[config.mk]
export PLATFORM = sky130hd
export DESIGN_NAME = vga_sync_gen
export DESIGN_NICKNAME = d
export VERILOG_FILES = /design/src/rtl/vga_sync_gen.sv
export SDC_FILE = /design/constraint.sdc
export NUM_CORES = 1
export LEC_CHECK = 0
export CAP_MARGIN = 20
export CORE_AREA = 10 10 70 72
export CTS_CLUSTER_SIZE = 25
export DETAILED_ROUTE_END_ITERATION = 7
export DIE_AREA = 0 0 80 82
export PLACE_DENSITY = 0.72
export SYNTH_ARGS = -nofsm -noshare
export SYNTH_HDL_FRONTEND = slang
export SYNTH_SLANG_ARGS = --single-unit
export TNS_END_PERCENT = 10
[constraint.sdc]
create_clock -name clk -period 2.1 [get_ports clk]
set_input_delay 0.315 -clock clk [delete_from_list [all_inputs] [get_ports clk]]
set_output_delay 0.315 -clock clk [all_outputs]
set_load 0.005 [all_outputs]
[src/rtl/vga_sync_gen.sv]
// vga_sync_gen
// ------------
// 640x480 @ 60 Hz VGA timing generator running from the 100 MHz board clock.
// A clock divider produces a one-clk pixel strobe (p_tick). On each p_tick
// the horizontal and vertical counters advance. The sync and video_on
// outputs are registered from the next-state counter values, so they always
// line up with the pixel_x/pixel_y being presented.
//
// Ports
//   clk         system clock (100 MHz)
//   rst_n       asynchronous active-low reset
//   hsync       horizontal sync, active low, registered
//   vsync       vertical sync, active low, registered
//   video_on    high while (pixel_x, pixel_y) is inside the visible area
//   p_tick      one-clk strobe, once per pixel period
//   pixel_x     current horizontal count, 0..H_TOTAL-1
//   pixel_y     current vertical count, 0..V_TOTAL-1
//   frame_tick  one-clk strobe on the last pixel of each frame

module vga_sync_gen #(
    parameter int CLK_DIV   = 4,
    parameter int H_DISPLAY = 640,
    parameter int H_FRONT   = 16,
    parameter int H_SYNC    = 96,
    parameter int H_BACK    = 48,
    parameter int V_DISPLAY = 480,
    parameter int V_FRONT   = 10,
    parameter int V_SYNC    = 2,
    parameter int V_BACK    = 33
) (
    input  logic       clk,
    input  logic       rst_n,
    output logic       hsync,
    output logic       vsync,
    output logic       video_on,
    output logic       p_tick,
    output logic [9:0] pixel_x,
    output logic [9:0] pixel_y,
    output logic       frame_tick
);

    localparam int H_TOTAL = H_DISPLAY + H_FRONT + H_SYNC + H_BACK;
    localparam int V_TOTAL = V_DISPLAY + V_FRONT + V_SYNC + V_BACK;
    localparam int DIV_W   = (CLK_DIV > 1) ? $clog2(CLK_DIV) : 1;

    // Both counters are 10 bits wide; anything larger cannot be represented.
    if (H_TOTAL > 1024 || V_TOTAL > 1024 || CLK_DIV < 2) begin : g_param_check
        $error("vga_sync_gen: illegal parameter set (totals must fit 10 bits, CLK_DIV >= 2)");
    end

    localparam logic [DIV_W-1:0] DIV_LAST = DIV_W'(CLK_DIV - 1);
    localparam logic [9:0] H_LAST   = 10'(H_TOTAL - 1);
    localparam logic [9:0] V_LAST   = 10'(V_TOTAL - 1);
    localparam logic [9:0] H_VIS    = 10'(H_DISPLAY);
    localparam logic [9:0] V_VIS    = 10'(V_DISPLAY);
    localparam logic [9:0] HS_START = 10'(H_DISPLAY + H_FRONT);
    localparam logic [9:0] HS_END   = 10'(H_DISPLAY + H_FRONT + H_SYNC - 1);
    localparam logic [9:0] VS_START = 10'(V_DISPLAY + V_FRONT);
    localparam logic [9:0] VS_END   = 10'(V_DISPLAY + V_FRONT + V_SYNC - 1);

    logic [DIV_W-1:0] div_cnt;
    logic [9:0]       h_cnt, v_cnt;
    logic [9:0]       h_nxt, v_nxt;

    // ------------------------------------------------------------------
    // Pixel-tick divider
    // ------------------------------------------------------------------
    // NOTE: state registers use non-blocking assignments so every flop
    // samples the values from before the edge, independent of block order.
    always_ff @(posedge clk or negedge rst_n) begin
        if (!rst_n) begin
            div_cnt <= '0;
        end else if (div_cnt == DIV_LAST) begin
            div_cnt <= '0;
        end else begin
            div_cnt <= div_cnt + DIV_W'(1);
        end
    end

    assign p_tick = (div_cnt == DIV_LAST);

    // ------------------------------------------------------------------
    // Next-state counters
    // ------------------------------------------------------------------
    // NOTE: every signal assigned in this block gets a default first, so
    // no path leaves it unassigned and no latch is inferred.
    always_comb begin
        h_nxt = h_cnt;
        v_nxt = v_cnt;
        if (p_tick) begin
            // >= rather than == keeps the counters bounded even if a
            // register were ever disturbed past the last count.
            if (h_cnt >= H_LAST) begin
                h_nxt = '0;
                if (v_cnt >= V_LAST) begin
                    v_nxt = '0;
                end else begin
                    v_nxt = v_cnt + 10'd1;
                end
            end else begin
                h_nxt = h_cnt + 10'd1;
            end
        end
    end

    // ------------------------------------------------------------------
    // Counter and output registers
    // ------------------------------------------------------------------
    // Sync/video flags are decoded from h_nxt/v_nxt and loaded on the same
    // edge as the counters, so they describe the pixel now on pixel_x/y.
    // Loading only on p_tick keeps video_on low after reset until the
    // first pixel step.
    always_ff @(posedge clk or negedge rst_n) begin
        if (!rst_n) begin
            h_cnt    <= '0;
            v_cnt    <= '0;
            hsync    <= 1'b1;
            vsync    <= 1'b1;
            video_on <= 1'b0;
        end else if (p_tick) begin
            h_cnt    <= h_nxt;
            v_cnt    <= v_nxt;
            hsync    <= !((h_nxt >= HS_START) && (h_nxt <= HS_END));
            vsync    <= !((v_nxt >= VS_START) && (v_nxt <= VS_END));
            video_on <= (h_nxt < H_VIS) && (v_nxt < V_VIS);
        end
    end

    assign pixel_x    = h_cnt;
    assign pixel_y    = v_cnt;
    assign frame_tick = p_tick && (h_cnt == H_LAST) && (v_cnt == V_LAST);

endmodule

# Word level (Yosys, flattened, before mapping)
# Cells that the tools add are included.
# classes
n_addsub	3
order_cmp	8
eq_ne	3
muxes	6
n_reduce_logical	7
# ops
op	count
10-bit two-way mux	5
10-bit >= comparator (second input constant)	3
10-bit by 1-bit adder with 10-bit output (second input constant)	2
10-bit == test (second input constant)	2
10-bit by 9-bit >= comparator with 1-bit output (second input constant)	1
10-bit less-or-equal comparator (second input constant)	1
10-bit by 9-bit less-or-equal comparator with 1-bit output (second input constant)	1
10-bit < comparator (second input constant)	1
10-bit by 9-bit < comparator with 1-bit output (second input constant)	1
1-bit logical AND	5
2-bit by 1-bit adder with 2-bit output (second input constant)	1
2-bit == test (second input constant)	1
1-bit logical NOT	2
2-bit two-way mux	1
# word_totals
ff_bits	25
in_bits	2
output_inout_bits	25
word_cells	33

# Longest topological paths before layout
# logic_depth
ltp_word	7
mapped_depth	8
mapped_depth_nobuf	7

# Least setup slack after synthesis
# Ideal clock, no wire load.
# synth_timing
path_type	register to register
start	reg h_cnt[0] (netlist: pixel_x[0])
end	reg video_on
setup_ns	0.104
arrival_ns	2.033
required_time_ns	1.996
setup_slack_ns	-0.036
stages_incl_launch_ff	9
n_path_buf	1
period_less_slack_ns	2.136
path_cell_list	dfrtp_1 > ha_1 > nand4_2 > a211o_1 > buf_4 > a21o_1 > a22oi_2 > nor4_2 > o41ai_2
# synth_via
elab_chain_len	5
# synth_lines
element	line	text
start, declared	62	logic [9:0] h_cnt, v_cnt;
start signal, assigned	121	h_cnt <= h_nxt;
10-bit by 1-bit adder with 10-bit output or 10-bit >= comparator (tied branches)	101, 93	
10-bit two-way mux	93	if (h_cnt >= H_LAST) begin
10-bit two-way mux	90	if (p_tick) begin
10-bit < comparator or 10-bit by 9-bit < comparator with 1-bit output (tied branches)	125	video_on <= (h_nxt < H_VIS) && (v_nxt < V_VIS);
1-bit logical AND *	125	
end signal, assigned	125	
end, declared	35	output logic video_on,
# Every way passes the cells marked *; elsewhere a longest branch is shown, timed or not.
# A chain may end at the register's enable or synchronous reset.

# Final worst setup path
# layout_timing
start	reg div_cnt[0]
end	reg vsync
# layout_via
elab_chain_len	5
# layout_lines
element	line	text
start, declared	61	logic [DIV_W-1:0] div_cnt;
start signal, assigned	76	div_cnt <= div_cnt + DIV_W'(1);
2-bit == test *	80	assign p_tick = (div_cnt == DIV_LAST);
10-bit two-way mux	90	
10-bit by 9-bit >= comparator with 1-bit output or 10-bit by 9-bit less-or-equal comparator with 1-bit output (tied branches)	124	vsync <= !((v_nxt >= VS_START) && (v_nxt <= VS_END));
1-bit logical AND	124	
1-bit logical NOT	124	
end signal, assigned	124	
end, declared	34	output logic vsync,
# Marks and branches as above.

==> impl_metrics.ini <==
[timing]
fmax_ghz = 0.482
hold_slack_ps = 333
fin_crit_sh = 0.989
setup_viol = 0
skew_ps = 2.09
final-hold-violation-count = 0
relSlewSlack = 0.740
tightest_slew_ps = 380
timing.final.ws_setup_ps = 23.8
finalCriticalPeriod_ps = 2080
drv_slew = 0

[pwr]
leakage_uw = 0.000828
ir_drop_mv = 0.287
power_density_mw_per_mm2 = 336

[detailed_routing]
wire_per_inst_um = 15.7
initialDrtViolationCount = 156
ant_nets = 0
via_per_inst = 5.56
vias = 1517
dr.pass1.iters = 4
drt_wl_total_mm = 4.30
drc = 0

[die]
fp.dieW_um = 80
design.die.area_mm2 = 0.00656
coreArea_mm2 = 0.00358
ioPinCount = 27
floorplan.initialDensity = 0.445
die_h_um = 82
fp-row-count = 22

[worst_setup_path]
critical_path_class = reg -> reg
r2r_slack_ps = 20
critPathRequiredTime_ps = 2350
r2r-start = div_cnt[0]
crit_cells = 7
cp_slowest_stage_delay_ps = 390
cp_num_buf_inv = 0
end_kind = flip-flop
worstRegToRegCells = 7
critPathMaxFanout = 5
r2r-end = vsync
cp_cell_sequence = ha_1, and3_4, a21boi_4, nand2b_4, or3_1, a211oi_1, a31oi_1
critPathSlowestCell = dfrtp_1
start_kind = flip-flop
cp_top_family = compound AO/OA/AOI/OAI gates
arrival_ps = 2330

[placed_design]
port_buffers = 26
dp_slack_ps = 23.1
gp_congestion = 0.887
placedCellCount = 268
dp_hpwl_mm = 3.16

[synthesis]
synth_seq_cells = 25
synth_flop_cell = dfrtp_1
ys_seq_area_frac = 0.394
ys_types = 46
syn_avg_cell_area_um2 = 9.10
synth-edff-count = 0
netlist_instances = 175
syn-num-nets = 181
ys_warn_count = 0
synth_async_sr_flop_share = 1.00
synth_area_mm2 = 0.00159

[cells_and_area]
final_common_cell = buf_4
layout_common_cells = 28 x buf_4, 25 x clkdlybuf4s50_1, 23 x nand2_1, 23 x dfrtp_1, 19 x nor2_1
drive_gt1_frac = 0.231
num-nets-final = 232
post-route-util = 0.597
syn2layout_area_growth_pct = 34.0
stdcell_count = 273
diodes = 0

[clocking]
cts_htree_levels = 1
root_buffer = clkbuf_4
cts_buffer_depth = 2
clk_pin_slew_ps = 140
clk_latency_ps = 320
cts_tree = done
cts.hold.buffers_added = 0
clkSinkCount = 25
cts_made_buffers = 3

[status]
outcome = completed

[global_route]
grt_max_degree = 26
grt_pass1_wl_mm = 6.76
first_global_vias = 1421
track_usage = 0.126
antenna_found_initial = 0
gr-total-overflow = 0

[run]
drv_cap = 0

[min_path]
hold_class = in -> async
==> power by group <==
| group | internal [uW] | switching, uW |
|---|---|---|
| registers | 482 | 0 |
| clock network | 71.5 | 151 |
| logic | 2.85 | 9.25 |
| total | 556 | 161 |
==> metrics by stage <==
| stage | power [uW] | setup TNS, ps | cell area (um2) |
|---|---|---|---|
| after floorplan | 491 | 0 | 1610 |
| after global placement | 503 | 0 | 2060 |
| after detailed placement | 503 | 0 | 2060 |
| after CTS | 722 | 0 | 2090 |
| after global routing | 745 | -109 | 2130 |
| final | 717 | 0 | 2130 |
==> what timing repair did <==
action,4_1_cts,5_1_grt
setup endpoints to repair,2,5
endpoints found under the hold margin,0,0
gates resized for setup,2,8
pin swaps,1,4
setup buffers,0,1
==> Yosys cell counts (2+ instances only) <==
master	count	area [um2]
dfrtp_1	23	576
nand2_1	23	86.3
nor2_1	19	71.3
o21ai_0	16	80.1
a21oi_1	6	30.0
nand3_1	6	30.0
inv_1	5	18.8
nand4_1	5	31.3
o31ai_1	5	37.5
xor2_1	5	43.8
and3_1	4	25.0
buf_6	4	45.0
ha_1	4	50.1
nor3_1	4	20.0
xnor2_1	4	35.0
a21o_1	3	22.5
buf_4	3	22.5
mux2i_1	3	30.0
a31oi_1	2	12.5
a31oi_2	2	25.0
a32o_1	2	20.0
dfstp_2	2	52.6
nor2b_1	2	12.5
==> sequential cells by signal (all words and copies together) (netlist names) <==
signal,cells
vsync,1
div_cnt,2
video_on,1
pixel_x,10
pixel_y,10
hsync,1
==> area by class of cell <==
cell class,instances,area [um2]
fillers,303,1440
flip-flops and latches,25,628
repair buffers,55,477
multi-input cells,136,923
clock inverters,1,5.00
well taps,48,60.1
clock buffers,3,22.5
inverters,5,18.8
==> logic make-up (layout without fill, tap and decap cells) <==
group           after synthesis  after routing  share of synthesized area
compound gates               45             45                      0.201
mux                           4              4                     0.0259
fa+ha+maj                     4              4                     0.0314
flops                        25             25                      0.394
buf+inv                      14             64                     0.0597
xor+xnor                      9              9                     0.0495
simple gates                 74             74                      0.238
==> worst max path at each step <==
stage / start / end / slack, ps
after floorplan: pixel_x[0] / video_on / 30
after global placement: pixel_x[0] / video_on / 60
after detailed placement: pixel_x[0] / video_on / 20
after CTS: div_cnt[0] / frame_tick / 8
after global routing: div_cnt[0] / vsync / -80
final: div_cnt[0] / vsync / 20
==> per-layer routing <==
metal,share of wire,GRT usage,vias up
met5,0,0,-
met4,0.012,0.0370,0
met3,0.075,0.0262,9
met2,0.47,0.201,54
met1,0.44,0.166,723
li1,-,-,731
No activity file was read; power rests on OpenSTA's default activity.
